[src/rtl/stream_cmd_controller.sv]
// Host command sequencer between the sync-245 RX FIFO and the camera capture path; configures the camera and gates frame-aligned streaming.
// host_read follows host_has_data by one cycle, commands act two cycles after host_read; the host is only served in IDLE, STREAM and ERROR.
module stream_cmd_controller #(
  parameter int unsigned RST_CYCLES  = 4,
  parameter int unsigned CFG_TIMEOUT = 2000000,
  parameter logic [7:0]  CMD_START   = 8'hAA,
  parameter logic [7:0]  CMD_SNAP    = 8'hA5,
  parameter logic [7:0]  CMD_STOP    = 8'h55,
  parameter logic [7:0]  CMD_RESET   = 8'h5A
) (
  input  logic        sys_clk,
  input  logic        reset_n,
  input  logic [7:0]  host_data,
  input  logic        host_has_data,
  output logic        host_read,
  input  logic        sccb_done,
  input  logic        frame_done,
  input  logic        tx_full,
  output logic        link_rst,
  output logic        cam_start,
  output logic        stream_en,
  output logic [15:0] frame_count,
  output logic [15:0] drop_count,
  output logic [3:0]  state,
  output logic        cmd_error,
  output logic        cfg_timeout
);

  localparam int unsigned    RCW      = (RST_CYCLES > 1) ? $clog2(RST_CYCLES) : 1;
  localparam logic [RCW-1:0] RST_LAST = RCW'(RST_CYCLES - 1);
  localparam logic [23:0]    CFG_LAST = 24'(CFG_TIMEOUT - 1);

  typedef enum logic [3:0] {
    ST_STREAM = 4'd1,
    ST_READ   = 4'd2,
    ST_DECODE = 4'd3,
    ST_RESET  = 4'd4,
    ST_CONFIG = 4'd5,
    ST_ARM    = 4'd6,
    ST_DRAIN  = 4'd7,
    ST_IDLE   = 4'd12,
    ST_ERROR  = 4'd15
  } state_t;

  state_t         state_q, state_d;
  state_t         ret_q, ret_d;
  logic [RCW-1:0] rst_cnt_q, rst_cnt_d;
  logic [23:0]    cfg_timer_q, cfg_timer_d;
  logic           cfg_done_q, cfg_done_d;
  logic           mode_q, mode_d;          // 1 = single frame
  logic           link_rst_q;
  logic           cam_start_q, cam_start_d;
  logic           stream_en_q, stream_en_d;
  logic           cmd_error_q, cmd_error_d;
  logic           cfg_timeout_q, cfg_timeout_d;
  logic           clr_cnt;
  logic           ovf_q;
  logic [15:0]    frame_count_q, drop_count_q;
  logic           count_frame;
  logic           is_run_cmd;

  assign is_run_cmd  = (host_data == CMD_START) || (host_data == CMD_SNAP);
  assign count_frame = frame_done && stream_en_q;

  always_comb begin
    state_d       = state_q;
    ret_d         = ret_q;
    rst_cnt_d     = rst_cnt_q;
    cfg_timer_d   = cfg_timer_q;
    cfg_done_d    = cfg_done_q;
    mode_d        = mode_q;
    cam_start_d   = cam_start_q;
    stream_en_d   = stream_en_q;
    cmd_error_d   = cmd_error_q;
    cfg_timeout_d = cfg_timeout_q;
    clr_cnt       = 1'b0;

    case (state_q)
      ST_RESET: begin
        cam_start_d = 1'b0;
        stream_en_d = 1'b0;
        if (rst_cnt_q == RST_LAST) begin
          rst_cnt_d = '0;
          state_d   = ST_IDLE;
        end else begin
          rst_cnt_d = rst_cnt_q + 1'b1;
        end
      end

      ST_IDLE: begin
        if (host_has_data) begin
          state_d = ST_READ;
          ret_d   = ST_IDLE;
        end
      end

      ST_READ: state_d = ST_DECODE;

      ST_DECODE: begin
        if (host_data == CMD_RESET) begin
          state_d       = ST_RESET;
          rst_cnt_d     = '0;
          cfg_timer_d   = '0;
          cfg_done_d    = 1'b0;
          mode_d        = 1'b0;
          cam_start_d   = 1'b0;
          stream_en_d   = 1'b0;
          cmd_error_d   = 1'b0;
          cfg_timeout_d = 1'b0;
          clr_cnt       = 1'b1;
        end else if (ret_q == ST_ERROR) begin
          // only a reset gets out of ERROR
          cmd_error_d = 1'b1;
          state_d     = ST_ERROR;
        end else if (is_run_cmd) begin
          cmd_error_d = 1'b0;
          mode_d      = (host_data == CMD_SNAP);
          if (!cfg_done_q) begin
            state_d     = ST_CONFIG;
            cfg_timer_d = '0;
            cam_start_d = 1'b1;
          end else if (ret_q == ST_STREAM) begin
            state_d = ST_STREAM;
          end else begin
            state_d = ST_ARM;
          end
        end else if (host_data == CMD_STOP) begin
          cmd_error_d = 1'b0;
          state_d     = (ret_q == ST_STREAM) ? ST_DRAIN : ret_q;
        end else begin
          cmd_error_d = 1'b1;
          state_d     = ret_q;
        end
      end

      ST_CONFIG: begin
        cam_start_d = 1'b1;
        if (sccb_done) begin
          cfg_done_d  = 1'b1;
          cfg_timer_d = '0;
          state_d     = ST_ARM;
        end else if (cfg_timer_q == CFG_LAST) begin
          cfg_timer_d   = '0;
          cam_start_d   = 1'b0;
          stream_en_d   = 1'b0;
          cfg_timeout_d = 1'b1;
          state_d       = ST_ERROR;
        end else begin
          cfg_timer_d = cfg_timer_q + 24'd1;
        end
      end

      ST_ARM: begin
        // the frame in flight when arming is partial; start on the next one
        if (frame_done) begin
          stream_en_d = 1'b1;
          state_d     = ST_STREAM;
        end
      end

      ST_STREAM: begin
        if (frame_done && mode_q) begin
          stream_en_d = 1'b0;
          state_d     = ST_IDLE;
        end else if (host_has_data) begin
          state_d = ST_READ;
          ret_d   = ST_STREAM;
        end
      end

      ST_DRAIN: begin
        if (frame_done) begin
          stream_en_d = 1'b0;
          state_d     = ST_IDLE;
        end
      end

      ST_ERROR: begin
        cam_start_d   = 1'b0;
        stream_en_d   = 1'b0;
        cfg_timeout_d = 1'b1;
        if (host_has_data) begin
          state_d = ST_READ;
          ret_d   = ST_ERROR;
        end
      end

      default: begin
        state_d   = ST_RESET;
        rst_cnt_d = '0;
      end
    endcase
  end

  always_ff @(posedge sys_clk or negedge reset_n) begin
    if (!reset_n) begin
      state_q       <= ST_RESET;
      ret_q         <= ST_IDLE;
      rst_cnt_q     <= '0;
      cfg_timer_q   <= '0;
      cfg_done_q    <= 1'b0;
      mode_q        <= 1'b0;
      link_rst_q    <= 1'b1;
      cam_start_q   <= 1'b0;
      stream_en_q   <= 1'b0;
      cmd_error_q   <= 1'b0;
      cfg_timeout_q <= 1'b0;
    end else begin
      state_q       <= state_d;
      ret_q         <= ret_d;
      rst_cnt_q     <= rst_cnt_d;
      cfg_timer_q   <= cfg_timer_d;
      cfg_done_q    <= cfg_done_d;
      mode_q        <= mode_d;
      link_rst_q    <= (state_d == ST_RESET);
      cam_start_q   <= cam_start_d;
      stream_en_q   <= stream_en_d;
      cmd_error_q   <= cmd_error_d;
      cfg_timeout_q <= cfg_timeout_d;
    end
  end

  // Frames are counted on stream_en alone, so READ/DECODE/DRAIN still count.
  always_ff @(posedge sys_clk or negedge reset_n) begin
    if (!reset_n) begin
      frame_count_q <= '0;
      drop_count_q  <= '0;
      ovf_q         <= 1'b0;
    end else if (clr_cnt) begin
      frame_count_q <= '0;
      drop_count_q  <= '0;
      ovf_q         <= 1'b0;
    end else if (count_frame) begin
      if (frame_count_q != 16'hFFFF) frame_count_q <= frame_count_q + 16'd1;
      if ((ovf_q || tx_full) && (drop_count_q != 16'hFFFF)) drop_count_q <= drop_count_q + 16'd1;
      ovf_q <= 1'b0;
    end else if (tx_full && stream_en_q) begin
      ovf_q <= 1'b1;
    end
  end

  assign host_read   = (state_q == ST_READ);
  assign link_rst    = link_rst_q;
  assign cam_start   = cam_start_q;
  assign stream_en   = stream_en_q;
  assign frame_count = frame_count_q;
  assign drop_count  = drop_count_q;
  assign state       = state_q;
  assign cmd_error   = cmd_error_q;
  assign cfg_timeout = cfg_timeout_q;

endmodule

[config.mk]
export PLATFORM = sky130hd
export DESIGN_NAME = stream_cmd_controller
export DESIGN_NICKNAME = d
export VERILOG_FILES = /design/src/rtl/stream_cmd_controller.sv
export SDC_FILE = /design/constraint.sdc
export NUM_CORES = 1
export LEC_CHECK = 0
export BUFFER_PORTS_ARGS = -buffer_cell sky130_fd_sc_hd__buf_2
export CAP_MARGIN = 20
export CORE_MARGIN = 8
export CORE_UTILIZATION = 63
export DETAILED_ROUTE_END_ITERATION = 7
export PLACE_DENSITY = 0.84
export SYNTH_ARGS = -nofsm -noshare
export SYNTH_HDL_FRONTEND = slang
export SYNTH_SLANG_ARGS = --single-unit
export TNS_END_PERCENT = 20
[constraint.sdc]
create_clock -name sys_clk -period 3.31 [get_ports sys_clk]
set_input_delay 0 -clock sys_clk [delete_from_list [all_inputs] [get_ports sys_clk]]
set_output_delay 0 -clock sys_clk [all_outputs]
set_load 0.01 [all_outputs]
Word-level counts from Yosys, hierarchy flattened
Cells that the tools add are included. W data, S select, Z words.

Bitwise gates (word level): 1. Multipliers: 0. Shift operators: 0. Div/mod/pow operators: 0. Magnitude comparators: 0. Add/subtract/negate cells: 4. Equality and inequality tests: 35. Reduce and logical (&&, ||, !) cells: 29. Mux-type cells: 67.

Operators by type and width (number): $mux W24 (6); $mux W16 (6); $mux W4 (16); $pmux W24 S2 (1); $add A16 B1 Y16 const B (2); $ne A16 B16 Y1 const B (2); $pmux W4 S8 (1); $mux W1 (27); $add A24 B1 Y24 const B (1); $eq A24 B21 Y1 const B (1); $ne A2 B2 Y1 const B (12); $eq A4 B3 Y1 const B (5); $eq A8 B7 Y1 const B (2); $eq A8 B8 Y1 const B (2); $eq A4 B4 Y1 const B (3); $pmux W4 S3 (1); $reduce_and A4 Y1 (3); $reduce_bool A3 Y1 (4); $reduce_bool A2 Y1 (5); $ne A3 B3 Y1 const B (3); $eq A4 B1 Y1 const B (2); $eq A4 B2 Y1 const B (2); $reduce_and A7 Y1 (1); $reduce_or A7 Y1 (1); other kinds (16) (27).

Register bits after elaboration: 74. Memory bits (read-only): 0. Latch bits: 0. Output and inout port bits: 42. Bits in writable memories: 0. Memories: 0.

Depth between registers and ports, before layout
Gate-level depths: netlist (run 1).

Depth after elaboration: 8. Mapped depth: 9. Mapped depth without buffers: 6.

Least setup slack after synthesis (run 1)
OpenSTA, ideal clock, no wires.

Path type: reg2reg. Start point: reg cfg_timer_q[9]. End point: reg cfg_timer_q[14]. Stages on the path, launching flop included: 6. Path slack: 1.178 ns. Required time: 3.189 ns. Setup time: 0.121 ns. Buffers on the path: 0. Data arrival time: 2.011 ns. Path through: dfrtp_1 > or4_4 > nor4_4 > a31oi_4 > a211o_1 > a22o_1.

Longest elaborated chain between the ends: 4. Elaborated cells between the ends (all ways): 5. Those cells by class: add/sub: 1; eq/ne: 1; mux: 3.

RTL lines: from (decl) (line 48) `logic [23:0] cfg_timer_q, cfg_timer_d;`; from (signal assigned) (line 212) `cfg_timer_q <= cfg_timer_d;`; $add A24 B1 Y24 or $eq A24 B21 Y1 (tied branches) (line 149, 142); $mux W24 * (line 142) `end else if (cfg_timer_q == CFG_LAST) begin`; $mux W24 * (line 138) `if (sccb_done) begin`; $pmux W24 S2 * (line 78) `case (state_q)`.

Mark *: on every way between the ends. The rest lies on a longest branch, timed or not. A chain may end at the register's enable or synchronous reset.

Worst setup path in the final report (run 1)
Start point: reg cfg_timer_q[11]. End point: reg cfg_timer_q[20].

The elaborated chain is that of the path after synthesis.

==> results.md, run 1 <==
- Status: complete, no violations
- Syn_nets: 528
- Drt drc: 0
- CTS tree: built
- Ant diodes: 0
- Total power: 0.002733 W
- Post-route cell area: 0.005160 mm2
- IO Port Bufs: 55
- Total Routing Usage GR: 0.2343
- Synth Register Bits: 73
- CTS resizes: 0
- Via count: 4455
- Max Clk Rate: 387.6 MHz
- Max Cap Viol: 0
- Setup TNS: 0 ps
- Die Area: 0.01031 mm2
- WP buf/inv: 0
- Non-Filler Instances: 661
- GR Overflow Total: 0
- Starting Density: 0.6427
- Cell Area, Synth: 0.004612 mm2
- Ys async rst share: 1.000
- Period minus WS final: 2580 ps
- Max stage delay on crit path: 550 ps
- Leak: 2.263 nW
- Area after DPL: 0.004956 mm2
- CP max stage cell: or4_4
- Vias/cell: 6.740
- Layout cells sized above 1: 0.1637
- Unique cell type count in the Yosys netlist: 71
- Max VDD drop: 0.3744 mV
- Cell taking the most area after synthesis: dfrtp_1
- Total Routed Length: 11790 um
- HPWL Detailed: 8335 um
- HP Class: in -> reg
- Post-place setup slack: 765.4 ps
- Final period util: 0.7794
- Die Height: 101.6 um
- TritonCTS Sinks: 73
- Crit Path Class: reg -> reg
- Least-Margin Pin Slew: 1013 ps
- Yosys top cell area share: 0.3798
- Syn Inst Count: 510
- H-tree depth: 3
- Top cells by area, synth: dfrtp_1, nor2_1, nand4_1, nand2_1, xor2_1
- Detailed Routing Iterations Pass 1: 5
- Kind of cell adding the most delay to the critical path: simple AND/OR/NAND/NOR gates
- DIE WIDTH: 101.6 um
- Area Overhead vs Synth: 11.88%
- Critical path startpoint category: flip-flop
- Routed len/inst: 17.83 um
- Crit path arrival time: 2780 ps
- FILL cells: 547
- Final Worst Setup Slack: 730.0 ps
- Crit path cell chain: or4_4 > nor4_4 > a31oi_4 > nor3_2 > a21oi_1
- RSZ-0062 raised after global routing: false
- Setup-failing EPs final: 0
- Final Max Tran Viols: 0
- Cts bufs inserted: 9
- Sequential share of the synthesized area: 0.3969
- Pwr dens: 529.6 mW/mm2
- Largest net degree at the start of global routing: 74
- DRT iter0 DRCs: 391
- CP endpoint kind: flip-flop
- Fin. Hold Viols: 0
- Core footprint: 0.007176 mm2
- Clock Skews: 10.49 ps
- Std-Cell Rows: 31
- Clk Latency, worst-skew pair: 350 ps
- Placed Instances: 645
- Vias in the first global route: 4182
- Number of buffers on the longest clock path: 2
- Final ANT Viol Nets: 0
- Initial antenna violation count: 0
- Prevailing post-synth register cell: dfrtp_1
- Global-route wire length before repair: 19710 um
- Worst path required time: 3510 ps
- GPL Wtd Cong: 0.9429
- Clk slew on worst S/H paths: 80 ps
- Ports: 56
- Critical path peak fanout: 26
- EDFF count, synth: 0
- Nets: 577
- YS warnings: 0
- Post-Syn Area per Cell: 9.043 um2
- Slew HR: 0.3152
- Clock root buffer: clkbuf_8
## worst paths after layout
kind | cells after the start | startpoint | slack [ps] | endpoint
max in group asynchronous | 2 | reset_n | 2390 | rst_cnt_q[0]
worst min-delay path | 3 | tx_full | 10 | ovf_q
min in group asynchronous | 2 | reset_n | 340 | frame_count[9]
worst max register to register | 5 | cfg_timer_q[11] | 730 | cfg_timer_q[20]
worst min register to register | 1 | rst_cnt_q[1] | 510 | rst_cnt_q[1]
worst max-delay path | 5 | cfg_timer_q[11] | 730 | cfg_timer_q[20]
## kinds of logic (layout without fill, tap and decap cells)
| family | count (synthesis) | in the layout | share of synthesized area |
|---|---|---|---|
| buffers and inverters | 35 | 87 | 0.03309 |
| adder cells (fa/ha/maj) | 4 | 4 | 0.01085 |
| AO/OA/AOI/OAI | 122 | 122 | 0.1861 |
| multiplexers | 9 | 9 | 0.02008 |
| AND/OR/NAND/NOR | 244 | 244 | 0.3093 |
| XOR/XNOR | 23 | 23 | 0.04368 |
| flip-flops | 73 | 73 | 0.3969 |
## synthesized netlist by cell type (16+ instances only)
| cell type | count |
|---|---|
| a21oi_1 | 22 |
| and3_1 | 17 |
| clkbuf_1 | 18 |
| dfrtp_1 | 70 |
| nand2_1 | 38 |
| nand3_1 | 26 |
| nand4_1 | 23 |
| nor2_1 | 43 |
| o211ai_1 | 17 |
| o21ai_0 | 17 |
| xor2_1 | 16 |
## placed cells by master (no fill, tap or decap), types with 4 or more instances in the layout
master,n
a21oi_1,21
buf_2,54
and4_1,9
nand3_1,26
nor4_1,10
a211o_1,6
nor2b_1,4
and3_1,17
nor3_1,12
o21ai_1,7
buf_4,8
nand3b_1,4
nand4bb_1,6
xor2_1,16
o211ai_1,17
xnor2_1,7
inv_1,8
nor2_1,43
a22o_1,6
nand2b_1,10
or4_1,13
nand4_1,23
mux2i_1,7
or2_2,4
a211oi_1,6
nor4bb_1,4
o21ai_0,17
ha_1,4
nand2_1,38
clkbuf_8,10
dfrtp_1,70
o31ai_1,8
## cell type report
type | instances | area, um2 | share of cell area
Multi-Input combinational cell | 402 | 2638 | 0.5112
Sequential cell | 73 | 1831 | 0.3548
Timing Repair Buffer | 64 | 350.3 | 0.06790
Clock buffer | 11 | 141.4 | 0.02740
Tap cell | 99 | 123.9 | 0.02401
Clock inverter | 3 | 42.54 | 0.008244
Inverter | 9 | 33.78 | 0.006547
## layer usage
metal	routed length [um]	global-route usage	up-vias
met2	5505	0.3662	198
met4	267	0.1054	0
li1	-	-	2052
met1	5102	0.3087	2174
met5	0	0	-
met3	909	0.04124	31
## worst reg2reg max path, cell delays in order, from the launching register on
cell and delay, ps:
dfrtp_1 520, or4_4 550, nor4_4 430, a31oi_4 350
nor3_2 490, a21oi_1 100
## registers in the layout, summed over array words and instances, names as in the netlist
register and flops:
cfg_timeout 1, ovf_q 1, link_rst 1, cfg_timer_q 24
ret_q 3, cmd_error 1, cam_start 1, drop_count 16
stream_en 1, frame_count 16, cfg_done_q 1, mode_q 1
rst_cnt_q 2, state 4
## stage by stage
| stage | hold slack [ps] | util |
|---|---|---|
| 5_1_grt | 38.16 | 0.7191 |
| 6_report | 10.80 | 0.7191 |
| 3_5_place_dp | 195.9 | 0.6907 |
| 4_1_cts | 1.233 | 0.7191 |
| 2_1_floorplan | -295.6 | - |
| 3_3_place_gp | 185.0 | 0.6907 |
## report_power, final
part	internal [W]	leakage (nW)	switching [W]	total (W)
clock	0.000360	0.0913	0.000336	0.000696
sequential	0.00103	0.983	0.000203	0.00124
combinational	0.000339	1.19	0.000460	0.000800
total	0.00173	2.26	0.00100	0.00273
## what timing repair did
item	4_1_cts	5_1_grt
setup buffers	0	0
endpoints found under the hold margin	71	0
hold buffers	2	0
(Power assumes the default switching activity.)
==> inputs of run 2 (changes only) <==
Settings changed: ABC_AREA from default to 1, CORE_UTILIZATION 63 to 59, PLACE_DENSITY 0.84 to 0.79.
Clock period 3.31 ns to 2.6 ns, I/O delays scaled along.
==> results.md, run 2 <==
- CP endpoint kind: flip-flop
- Max stage delay on crit path: 420 ps
- Initial antenna violation count: 0
- EDFF count, synth: 0
- FILL cells: 698
- Switching share of power: 0.4173
- Total Routed Length: 13380 um
- Unique cell type count in the Yosys netlist: 38
- Yosys top cell area share: 0.3558
- Max Clk Rate: 481.1 MHz
- Critical path peak fanout: 12
- Starting Density: 0.6053
- Drt drc: 0
- Global-route wire length before repair: 21950 um
- Clock root buffer: clkbuf_8
- CP max stage cell: dfrtp_1
- P_int: 0.002898 W
- IO Port Bufs: 55
- Std-Cell Rows: 33
- Syn_nets: 731
- Sw power: 0.002075 W
- Detailed Routing Iterations Pass 1: 5
- Vias/cell: 5.653
- Placed Instances: 863
- Cell Area, Synth: 0.004923 mm2
- Leak: 2.800 nW
- Clk Latency, worst-skew pair: 360 ps
- Cts bufs inserted: 9
- Largest net degree at the start of global routing: 74
- Post-CTS setup repair buffer count: 0
- Seq pwr share: 0.389
- M3 GR Usage: 0.04491
- TritonCTS Sinks: 73
- Clk slew on worst S/H paths: 80 ps
- Crit Path Class: reg -> reg
- DRT iter0 DRCs: 485
- CTS tree: built
- H-tree depth: 3
- Max Cap Viol: 0
- GR Overflow Total: 0
- Final Max Tran Viols: 0
- Top-count cell post-synth: nand2_1
- Setup TNS: 0 ps
- Die Height: 107.4 um
- Worst path required time: 2850 ps
- Status: complete, no violations
- Area Overhead vs Synth: 13.24%
- Vias in the first global route: 4639
- Clock power share: 0.243
- Clock Skews: 9.992 ps
- Register Area: 0.001831 mm2
- Crit path arrival time: 2330 ps
- YS warnings: 0
- Met1 Use GR: 0.3023
- Fin. Hold Viols: 0
- Via count: 4997
- Final period util: 0.7995
- Multi-input logic area: 0.002654 mm2
- HPWL Detailed: 9735 um
- GPL Wtd Cong: 0.9588
- Routed len/inst: 15.14 um
- GR peak layer: met2
- Nets: 792
- Critical path startpoint category: flip-flop
- RSZ-0062 raised after global routing: false
- Ant diodes: 0
- Post-Syn Area per Cell: 6.905 um2
- Largest Register: cfg_timer_q
- Number of buffers on the longest clock path: 2
- Crit path cell chain: ha_1 > nand2_1 > nor3_2 > nand4_1 > nand2_2 > nand2_2 > inv_1 > nand2_1 > o31ai_1
- Leading cell types by count after synthesis: nand2_1, nor2_1, inv_1
- Cell taking the most area after synthesis: dfrtp_1
- Period minus WS final: 2079 ps
- Final ANT Viol Nets: 0
- Pwr dens: 891.9 mW/mm2
- Ys async rst share: 1.000
- Slew HR: 0.3728
- Commonest non-fill, non-tap cell in the layout: nand2_1
- Prevailing post-synth register cell: dfrtp_1
- Non-Filler Instances: 884
- WP buf/inv: 1
- Logic pwr share: 0.368
- Kind of cell adding the most delay to the critical path: simple AND/OR/NAND/NOR gates
- Most frequent cells in the layout: nand2_1, nor2_1, inv_1
- Least-Margin Pin Slew: 940.8 ps
- DIE WIDTH: 107.4 um
- Layout cells sized above 1: 0.1425
- HP Class: in -> reg
- Top cells by area, synth: dfrtp_1, nand2_1, nor2_1, nand3_1, inv_1
- Die Area: 0.01152 mm2
- Global Route met2 Usage: 0.3698
- Sequential share of the synthesized area: 0.3718
- Core footprint: 0.008134 mm2
- Setup-failing EPs final: 0
- Synth Register Bits: 73
- Syn Inst Count: 713
- Ports: 56
- Max VDD drop: 0.4067 mV
- Total Routing Usage GR: 0.2327
- Max FFs per register: 24
==> run 2: changes by cell type in the layout (fill, tap and decap cells not counted), sizes merged, moves of 11 or more <==
cell / previous run / this run
nand3: 26 / 67
inv: 8 / 90
nand2: 38 / 209
o211ai: 17 / 0
o21ai: 24 / 43
and3: 17 / 0
nor2: 43 / 107
or4: 14 / 0
nor4: 11 / 0
xor2: 16 / 27
==> run 2: power groups by stage <==
stage | sequential [W] | combinational [W] | clock [W]
after floorplan | 0.00190 | 0.00128 | 0
after global placement | 0.00193 | 0.00178 | 0
after detailed placement | 0.00194 | 0.00181 | 0
after CTS | 0.00192 | 0.00183 | 0.00122
after global routing | 0.00198 | 0.00207 | 0.00127
final | 0.00193 | 0.00183 | 0.00121
==> run 2: logic make-up after synthesis <==
group	after synthesis	share of synthesized area
adder cells (fa/ha/maj)	4	0.01017
flip-flops	73	0.3718
XOR/XNOR	32	0.05693
AO/OA/AOI/OAI	78	0.09734
buffers and inverters	103	0.08920
AND/OR/NAND/NOR	423	0.3746
==> run 2: final timing paths <==
path,start,to,slack (ps),cells after the start
min in group asynchronous,reset_n,drop_count[15],300,2
worst max register to register,drop_count[0],drop_count[11],520,9
worst min register to register,rst_cnt_q[0],rst_cnt_q[0],510,1
worst max-delay path,drop_count[0],drop_count[11],520,9
max in group asynchronous,reset_n,state[3],1660,2
worst min-delay path,frame_done,stream_en,20,3
==> run 2: per-layer routing <==
metal  share of wire  vias to the layer above  routed length (um)
met3           0.081                       38                1079
met4           0.024                        0                 318
met5               0                        -                   0
li1                -                     2418                   -
met2            0.47                      219                6251
met1            0.43                     2322                5730
==> run 2: repair_timing <==
item                                   in CTS  in global routing
resized for setup                           0                  0
endpoints found under the hold margin      73                  0
hold buffers                                5                  0
==> run 2: tightest hold or removal path, delay by kind of cell <==
family | cells | cell delay [ps]
compound gates | 1 | 80
buf+inv | 1 | 140
simple gates | 1 | 110
==> run 2: area by class of cell <==
cell class,count,area share
Clock buffer,9,0.02222
Tap cell,105,0.02356
Multi-Input combinational cell,537,0.4760
Clock inverter,7,0.02536
Inverter,89,0.06037
Sequential cell,73,0.3283
Timing Repair Buffer,64,0.06418
==> run 2: through the flow <==
step | hold slack (ps) | instance area, um2 | setup WS (ps) | total power [W] | util
CTS | 8.967 | 5575 | 514.3 | 0.004966 | 0.6854
finish | 18.23 | 5575 | 521.4 | 0.004973 | 0.6854
global placement | 201.7 | 5260 | 629.6 | 0.003702 | 0.6467
global route | 42.27 | 5575 | 298.2 | 0.005319 | 0.6854
floorplan | -295.6 | 4923 | 903.5 | 0.003182 | -
detailed placement | 199.2 | 5260 | 556.1 | 0.003752 | 0.6467
